$ cat config.mk
export PLATFORM = sky130hd
export DESIGN_NAME = iv_solver
export DESIGN_NICKNAME = d
export VERILOG_FILES = /design/src/rtl/iv_pkg.sv /design/src/rtl/iv_px_if.sv /design/src/rtl/iv_solver.sv
export SDC_FILE = /design/constraint.sdc
export NUM_CORES = 1
export LEC_CHECK = 0
export BUFFER_PORTS_ARGS = -buffer_cell sky130_fd_sc_hd__buf_4
export CORE_ASPECT_RATIO = 1.25
export CORE_MARGIN = 2
export CORE_UTILIZATION = 40
export CTS_CLUSTER_SIZE = 40
export DETAILED_ROUTE_END_ITERATION = 6
export PLACE_DENSITY = 0.71
export SKIP_CTS_REPAIR_TIMING = 1
export SLEW_MARGIN = 15
export SYNTH_ARGS = -nofsm -noshare
export SYNTH_HDL_FRONTEND = slang
export SYNTH_HIERARCHICAL = 1
export SYNTH_SLANG_ARGS = --single-unit
$ cat constraint.sdc
create_clock -name clk -period 4.7 [get_ports clk]
set_input_delay 1.175 -clock clk [delete_from_list [all_inputs] [get_ports clk]]
set_output_delay 1.175 -clock clk [all_outputs]
set_load 0.02 [all_outputs]
$ cat src/rtl/iv_pkg.sv
// Shared types and constants for the implied-volatility bisection solver.
// Q16.16 fixed point throughout; error codes match the err_code output encoding.
package iv_pkg;

    typedef enum logic [2:0] {
        IDLE,
        CHK_LO,
        CHK_HI,
        ISSUE,
        WAIT,
        UPDATE,
        DONE
    } state_t;

    // Tracks which evaluation the pending price belongs to when bracket checking is built in.
    typedef enum logic [1:0] {
        PH_LO,
        PH_HI,
        PH_BIS
    } phase_t;

    localparam logic [1:0] ERR_OK      = 2'd0;
    localparam logic [1:0] ERR_MAXITER = 2'd1;
    localparam logic [1:0] ERR_TIMEOUT = 2'd2;
    localparam logic [1:0] ERR_RANGE   = 2'd3;

    localparam logic [31:0] ONE          = 32'h0001_0000;
    localparam logic [31:0] SIGMA_HI_DEF = 32'h0004_0000;

endpackage

$ cat src/rtl/iv_px_if.sv
// Pricer handshake side of the solver: px_start pulse, px_sigma hold,
// per-request timeout counter and capture of the returned price.
module iv_px_if
    import iv_pkg::*;
#(
    parameter int WIDTH      = 32,
    parameter int PX_TIMEOUT = 1024
)(
    input  logic             clk,
    input  logic             reset,
    input  logic             i_issue,
    input  logic             i_waiting,
    input  logic [WIDTH-1:0] i_sigma,
    input  logic [WIDTH-1:0] i_px_price,
    input  logic             i_px_done,
    output logic             o_px_start,
    output logic [WIDTH-1:0] o_px_sigma,
    output logic             o_got_price,
    output logic             o_timeout,
    output logic [WIDTH-1:0] o_price
);

    localparam int CW = $clog2(PX_TIMEOUT + 1);

    logic [CW-1:0]    r_cnt;
    logic [WIDTH-1:0] r_sigma;
    logic [WIDTH-1:0] r_price;

    // The counter starts at 1 on the issue cycle so it equals cycles elapsed since px_start.
    always_ff @(posedge clk or negedge reset) begin
        if (!reset) begin
            r_cnt   <= '0;
            r_sigma <= '0;
            r_price <= '0;
        end else begin
            if (i_issue) begin
                r_sigma <= i_sigma;
                r_cnt   <= CW'(1);
            end else if (i_waiting) begin
                r_cnt <= r_cnt + 1'b1;
            end
            if (i_waiting && i_px_done) begin
                r_price <= i_px_price;
            end
        end
    end

    assign o_px_start  = i_issue;
    assign o_px_sigma  = i_issue ? i_sigma : r_sigma;
    assign o_got_price = i_waiting & i_px_done;
    assign o_timeout   = i_waiting & ~i_px_done & (r_cnt == CW'(PX_TIMEOUT - 1));
    assign o_price     = r_price;

endmodule

$ cat src/rtl/iv_solver.sv
// Implied-volatility solver: bisects sigma against an external pricer until the
// price matches target within TOL. Optional bracket pre-check via IV_BRACKET_CHECK_EN.
module iv_solver
    import iv_pkg::*;
#(
    parameter int               WIDTH      = 32,
    parameter logic [WIDTH-1:0] SIGMA_LO   = '0,
    parameter logic [WIDTH-1:0] SIGMA_HI   = SIGMA_HI_DEF,
    parameter int               TOL        = 64,
    parameter int               MAX_ITER   = 20,
    parameter int               PX_TIMEOUT = 1024
)(
    input  logic             clk,
    input  logic             reset,
    input  logic             start,
    input  logic [WIDTH-1:0] target_price,
    output logic             px_start,
    output logic [WIDTH-1:0] px_sigma,
    input  logic [WIDTH-1:0] px_price,
    input  logic             px_done,
    output logic             busy,
    output logic             done,
    output logic [WIDTH-1:0] sigma_out,
    output logic [1:0]       err_code,
    output logic [7:0]       iter_count
);

`ifdef IV_BRACKET_CHECK_EN
    localparam int     CHK_EVALS   = 2;
    localparam state_t FIRST_STATE = CHK_LO;
`else
    localparam int     CHK_EVALS   = 0;
    localparam state_t FIRST_STATE = ISSUE;
`endif

    localparam logic signed [WIDTH:0] TOL_S = (WIDTH+1)'(TOL);

    state_t           r_state, w_next;
    logic [WIDTH-1:0] r_target, r_lo, r_hi;
    logic [7:0]       r_iter;
    logic [WIDTH-1:0] r_sigma_out;
    logic [1:0]       r_err;
    logic [7:0]       r_iter_out;
`ifdef IV_BRACKET_CHECK_EN
    phase_t           r_phase;
`endif

    logic [WIDTH:0]        w_sum;
    logic [WIDTH-1:0]      w_mid;
    logic signed [WIDTH:0] w_diff;
    logic                  w_in_tol, w_last;
    logic                  w_issue, w_waiting, w_got_price, w_timeout;
    logic [WIDTH-1:0]      w_issue_sigma, w_px_sigma, w_price;
    logic                  w_lower, w_upper;
    logic [WIDTH-1:0]      w_res_sigma;
    logic [1:0]            w_res_err;

    // One extra bit keeps lo+hi from wrapping before the halving.
    assign w_sum     = {1'b0, r_lo} + {1'b0, r_hi};
    assign w_mid     = w_sum[WIDTH:1];
    assign w_diff    = $signed({w_price[WIDTH-1], w_price}) - $signed({r_target[WIDTH-1], r_target});
    assign w_in_tol  = (w_diff <= TOL_S) && (w_diff >= -TOL_S);
    assign w_last    = (r_iter >= 8'(MAX_ITER + CHK_EVALS));
    assign w_waiting = (r_state == WAIT);

    iv_px_if #(
        .WIDTH      (WIDTH),
        .PX_TIMEOUT (PX_TIMEOUT)
    ) u_px_if (
        .clk         (clk),
        .reset       (reset),
        .i_issue     (w_issue),
        .i_waiting   (w_waiting),
        .i_sigma     (w_issue_sigma),
        .i_px_price  (px_price),
        .i_px_done   (px_done),
        .o_px_start  (px_start),
        .o_px_sigma  (w_px_sigma),
        .o_got_price (w_got_price),
        .o_timeout   (w_timeout),
        .o_price     (w_price)
    );

    always_ff @(posedge clk or negedge reset) begin
        if (!reset) begin
            r_state <= IDLE;
        end else begin
            r_state <= w_next;
        end
    end

    // The held px_sigma is the sigma just priced, so it doubles as the result candidate.
    always_comb begin
        w_next        = r_state;
        w_issue       = 1'b0;
        w_issue_sigma = w_mid;
        w_lower       = 1'b0;
        w_upper       = 1'b0;
        w_res_sigma   = w_px_sigma;
        w_res_err     = ERR_OK;
        case (r_state)
            IDLE: begin
                if (start) w_next = FIRST_STATE;
            end
            CHK_LO: begin
                w_issue       = 1'b1;
                w_issue_sigma = SIGMA_LO;
                w_next        = WAIT;
            end
            CHK_HI: begin
                w_issue       = 1'b1;
                w_issue_sigma = SIGMA_HI;
                w_next        = WAIT;
            end
            ISSUE: begin
                w_issue = 1'b1;
                w_next  = WAIT;
            end
            WAIT: begin
                if (w_got_price) begin
                    w_next = UPDATE;
                end else if (w_timeout) begin
                    w_next    = DONE;
                    w_res_err = ERR_TIMEOUT;
                end
            end
            UPDATE: begin
`ifdef IV_BRACKET_CHECK_EN
                if (r_phase == PH_LO) begin
                    if (w_diff > TOL_S) begin
                        w_next      = DONE;
                        w_res_err   = ERR_RANGE;
                        w_res_sigma = '0;
                    end else if (w_in_tol) begin
                        w_next = DONE;
                    end else begin
                        w_next = CHK_HI;
                    end
                end else if (r_phase == PH_HI) begin
                    if (w_diff < -TOL_S) begin
                        w_next      = DONE;
                        w_res_err   = ERR_RANGE;
                        w_res_sigma = '0;
                    end else if (w_in_tol) begin
                        w_next = DONE;
                    end else begin
                        w_next = ISSUE;
                    end
                end else
`endif
                if (w_in_tol) begin
                    w_next = DONE;
                end else begin
                    if (w_diff < 0) w_lower = 1'b1;
                    else            w_upper = 1'b1;
                    if (w_last) begin
                        w_next    = DONE;
                        w_res_err = ERR_MAXITER;
                    end else begin
                        w_next = ISSUE;
                    end
                end
            end
            DONE:    w_next = IDLE;
            default: w_next = IDLE;
        endcase
    end

    // Result registers load on entry to DONE so they are valid alongside the done pulse.
    always_ff @(posedge clk or negedge reset) begin
        if (!reset) begin
            r_target    <= '0;
            r_lo        <= '0;
            r_hi        <= '0;
            r_iter      <= '0;
            r_sigma_out <= '0;
            r_err       <= ERR_OK;
            r_iter_out  <= '0;
        end else begin
            if (r_state == IDLE && start) begin
                r_target <= target_price;
                r_lo     <= SIGMA_LO;
                r_hi     <= SIGMA_HI;
                r_iter   <= '0;
            end
            if (w_issue) r_iter <= r_iter + 8'd1;
            if (w_lower) r_lo <= w_px_sigma;
            if (w_upper) r_hi <= w_px_sigma;
            if (w_next == DONE) begin
                r_sigma_out <= w_res_sigma;
                r_err       <= w_res_err;
                r_iter_out  <= r_iter;
            end
        end
    end

`ifdef IV_BRACKET_CHECK_EN
    always_ff @(posedge clk or negedge reset) begin
        if (!reset) begin
            r_phase <= PH_LO;
        end else if (w_issue) begin
            r_phase <= (r_state == CHK_LO) ? PH_LO : (r_state == CHK_HI) ? PH_HI : PH_BIS;
        end
    end
`endif

    assign px_sigma   = w_px_sigma;
    assign busy       = (r_state != IDLE);
    assign done       = (r_state == DONE);
    assign sigma_out  = r_sigma_out;
    assign err_code   = r_err;
    assign iter_count = r_iter_out;

endmodule
Word-level counts from Yosys, hierarchy flattened
Cells that the tools add are included.
{"block": "totals", "register_bits": 224, "inputBits": 68, "output_inout_bits": 77}
{"block": "op_classes", "muxes": 28, "reduce_logical": 10, "n_bitwise": 4, "n_lt_le_gt_ge": 4, "eq_ne": 8, "addsub": 4}
{"cell": "32-bit 2-to-1 mux", "n": 5}
{"cell": "32-bit one-hot mux with 2 select lines", "n": 1}
{"cell": "32-bit by 32-bit adder with 33-bit output", "n": 1}
{"cell": "33-bit by 7-bit >= comparator with 1-bit output (second input constant)", "n": 1}
{"cell": "33-bit by 8-bit less-or-equal comparator with 1-bit output (second input constant)", "n": 1}
{"cell": "33-bit by 1-bit less-than comparator with 1-bit output (second input constant)", "n": 1}
{"cell": "32-bit by 32-bit subtractor with 33-bit output", "n": 1}
{"cell": "11-bit 2-to-1 mux", "n": 2}
{"cell": "8-bit 2-to-1 mux", "n": 2}
{"cell": "3-bit 2-to-1 mux", "n": 5}
{"cell": "3-bit equality test (second input constant)", "n": 4}
{"cell": "3-bit one-hot mux with 4 select lines", "n": 1}
{"cell": "11-bit by 1-bit adder with 11-bit output (second input constant)", "n": 1}
{"cell": "11-bit by 10-bit equality test with 1-bit output (second input constant)", "n": 1}
{"cell": "1-bit 2-to-1 mux", "n": 9}
{"cell": "8-bit by 1-bit adder with 8-bit output (second input constant)", "n": 1}
{"cell": "8-bit by 5-bit >= comparator with 1-bit output (second input constant)", "n": 1}
{"cell": "2-bit nonzero test", "n": 4}
{"cell": "3-bit by 2-bit equality test with 1-bit output (second input constant)", "n": 2}
{"cell": "2-bit 2-to-1 mux", "n": 2}
{"cell": "2-bit one-hot mux with 2 select lines", "n": 1}
{"cell": "1-bit AND", "n": 3}
{"cell": "3-bit by 1-bit equality test with 1-bit output (second input constant)", "n": 1}
{"cell": "1-bit logical AND", "n": 3}
{"cell": "other kinds (4)", "n": 4}

Logic depth before layout (Yosys ltp)
{"block": "depth", "ltp_word": 7, "mapped_depth": 17}

Modules after synthesis
Netlist, hierarchy kept.
{"module": "iv_solver", "area_each_um2": 9783.1, "n_inst": 1, "cells_per_inst": 1137}
{"module": "iv_px_if", "area_each_um2": 2950.3, "n_inst": 1, "cells_per_inst": 195}

Least setup slack after synthesis
OpenSTA, ideal clock, no wires.
{"block": "synth_timing", "path_type": "register to output", "startpoint": "register r_lo[0]", "endpoint": "output port px_sigma[31]", "slack_ns": -0.136, "stages_incl_launch_ff": 16, "t_arrival_ns": 3.661, "path_cell_list": "dfrtp_1 and2_1 fa_1 a21o_1 a21o_1 a2111o_1 a21oi_1 nor2_1 o31ai_1 a21oi_1 and4_1 o31ai_1 o21ai_0 a211oi_1 nor3_1 mux2_2"}
{"block": "synth_between", "elab_chain_len": 3}
{"item": "from (decl)", "line": "iv_solver.sv:39", "rtl": "logic [WIDTH-1:0] r_target, r_lo, r_hi;"}
{"item": "from (signal assigned)", "line": "iv_solver.sv:187", "rtl": "if (w_lower) r_lo <= w_px_sigma;"}
{"item": "32-bit by 32-bit adder with 33-bit output", "line": "iv_solver.sv:59", "rtl": "assign w_sum = {1'b0, r_lo} + {1'b0, r_hi};"}
{"item": "32-bit one-hot mux with 2 select lines", "line": "iv_solver.sv:101", "rtl": "case (r_state)"}
{"item": "net w_issue_sigma[31]", "line": "iv_solver.sv:53", "rtl": "logic [WIDTH-1:0] w_issue_sigma, w_px_sigma, w_price;"}
{"item": "32-bit 2-to-1 mux"}
{"item": "to (decl)", "line": "iv_solver.sv:18", "rtl": "output logic [WIDTH-1:0] px_sigma,"}
The timed path passes the listed nets, and every way through them passes these cells.

Worst setup path after layout
Same ends and word-level chain as after synthesis.

==> metrics <==
boundary pin count 145; Setup CP Type register to output pin; worst setup margin -0.667 ns; maximum number of pins on one net before global-route repair 119; post-synthesis cell area 12700 sq um; Bufs on Longest Clock Path 3; DPL Wire Length 21600 um; Yosys reg bits 224; clk sinks 224; Setup Viol. Count Final 17; post-synthesis sequential area ratio 0.440; cell mode on critical path a21o_1; die height 203 um; Max-Cap Viols 0; # port buffers 144; syn avg cell area 9.56 sq um; n_diodes 0; vias in the first global route 10300; DRC errors left 0; 1st-iter DRT viols 533; Area contributors post-synth dfrtp_1, mux2_2, ha_1, o21ai_0, nand2_1; commonest non-fill, non-tap cell in the layout dfrtp_1; post-synth top area cell dfrtp_1; synth warn 6; commonest cells after routing, fill and taps aside dfrtp_1, buf_4, nand2_1, o21ai_0, mux2_2; clk_lat worst skew 0.54 ns; Post-synth EDFFs 0; Crit path max-delay family compound AO/OA/AOI/OAI gates; FMAX 186 MHz; Register Area 5610 sq um; share of layout cells above drive strength 1 0.255; post-synth top area share 0.440; critical path endpoint category output pin; worst reg-to-reg setup slack 0.35 ns; overall routing resource usage 0.185; clock transition at the registers of the reported paths 0.06 ns; CP cell instances and2_4 -> fa_2 -> a21o_1 -> a21o_1 -> a2111o_1 -> a21oi_4 -> nor2_2 -> o31ai_2 -> a21oi_2 -> and4_4 -> o31ai_4 -> o21ai_2 -> a211oi_2 -> nor3_2 -> mux2_4 -> buf_6; Final Critical Period 5.37 ns; Design Power 12.4 mW; gpl congestion 0.892; Critical Path RT 3.52 ns; row cnt 73; Post-synth top flop dfrtp_1; leakage 7.36 nW; crit-path max cell delay 0.42 ns; Final nets 1633; H-tree depth 1; violations in the final reports setup timing; CP Data Arrival Time 4.19 ns; RSZ-0062 raised after global routing true; Syn Nets 1468; Non-Filler Instances 1927; multi-input logic area 6710 sq um; DIE WIDTH 164 um; Inst Count DP 1866; Final Cycle Share 1.14; Hold Path Class register to register; Buf+Inv Stages, Crit Path 1; distinct cell type count of the synthesized netlist 73; Congestion Overflow GR 0; initial antenna violation count 0; Slew headroom 0.334; DR pass1 iterations 5; max-slew violations 0; Wirelength per Cell 16.1 um; Synth Instances 1332; Pwr per Cell Area 798 nW/um^2; Worst Max-Slew Pin Slew 0.985 ns; CTS tree yes; ANT nets after route 0; Final Skew 0.0136 ns; CP startpoint kind register; TritonCTS buffer count 24; crit path max fanout 2; status complete, but fails checks; Starting Density 0.403; core area 31600 sq um; vias per inst 5.35; first-pass GRT wire length 50700 um; Routed Wire Length 31100 um; Die Area 33300 sq um; via count 10300; Area Overhead vs Synth 22.4%; Root Driver clkbuf_16; final hold vios 0; Slowest-stage cell, CP a2111o_1; fill cell count 2937; Worst VDD drop 0.424 mV; sum of negative setup slack -6.80 ns; post-synthesis async set-or-reset flop share 1.00
==> logic make-up (layout without fill, tap and decap cells) <==
family | count (synthesis) | in the layout | synth area share
simple gates | 399 | 399 | 0.150
compound gates | 329 | 329 | 0.160
flops | 224 | 224 | 0.440
buf+inv | 151 | 334 | 0.0485
mux | 113 | 113 | 0.0996
fa+ha+maj | 68 | 68 | 0.0680
xor+xnor | 48 | 48 | 0.0330
==> through the flow <==
step / hold WS [ns] / instance area, sq um / setup WS, ns / util
detailed placement: 0.477 / 14400 / -0.428 / 0.457
floorplan: 0.452 / 12700 / 0.0310 / -
CTS: 0.492 / 15200 / -1.03 / 0.482
global route: 0.513 / 15600 / -0.775 / 0.493
global placement: 0.472 / 14400 / -0.374 / 0.457
finish: 0.486 / 15600 / -0.667 / 0.493
==> flip-flops by register name, summed over array words and instances (netlist names) <==
name,count
sigma_out,32
err_code,2
r_lo,32
r_target,32
r_hi,32
r_iter,8
u_px_if/o_price,32
iter_count,8
u_px_if/r_sigma,32
u_px_if/r_cnt,11
r_state,3
==> path summary, 6_finish.rpt <==
kind | from | to | cells after the start
hold / removal | sigma_out[26]$_DFFE_PN0N_ | sigma_out[26]$_DFFE_PN0N_ | 1
max in group asynchronous | reset | r_hi[13]$_DFFE_PN0P_ | 2
setup / recovery | r_lo[0]$_DFFE_PN0P_ | px_sigma[31] | 16
setup reg to reg | r_target[0]$_DFFE_PN0P_ | sigma_out[23]$_DFFE_PN0N_ | 15
min in group asynchronous | reset | u_px_if/r_sigma[21]$_DFF_PN0_ | 1
hold reg to reg | sigma_out[26]$_DFFE_PN0N_ | sigma_out[26]$_DFFE_PN0N_ | 1
==> per-layer routing <==
metal / vias to the layer above / wire length [um] / GRT usage
li1: 5028 / - / -
met1: 5024 / 13200 / 0.229
met2: 216 / 15800 / 0.335
met3: 41 / 1510 / 0.0293
met4: 0 / 612 / 0.0470
met5: - / 0 / 0
==> cells in the mapped netlist, drive strengths merged, types with 9 or more instances <==
library cell  number
a2111oi            9
clkbuf            42
nand4             18
inv               89
and3              11
buf               20
mux2             107
o31ai             12
nand3             53
nor2              77
o21a              12
dfrtp            224
ha                66
a21oi             68
a21o              33
nor2b             10
nand2b            11
xor2              23
o21ai            137
a31oi             10
nand2            145
xnor2             25
nor3              24
==> area by class of cell <==
class,count,share of cell area
Clock buffer,36,0.0467
Clock inverter,8,0.00474
Inverter,89,0.0214
Multi-Input combinational cell,957,0.431
Sequential cell,224,0.360
Tap cell,412,0.0331
Timing Repair Buffer,201,0.104
==> power breakdown <==
group / internal, mW / leakage (nW) / switching [mW] / total, mW
clock: 1.12 / 0.391 / 0.794 / 1.92
sequential: 2.70 / 2.91 / 0.443 / 3.15
combinational: 3.10 / 4.06 / 4.27 / 7.36
No activity file was read; power rests on OpenSTA's default activity.
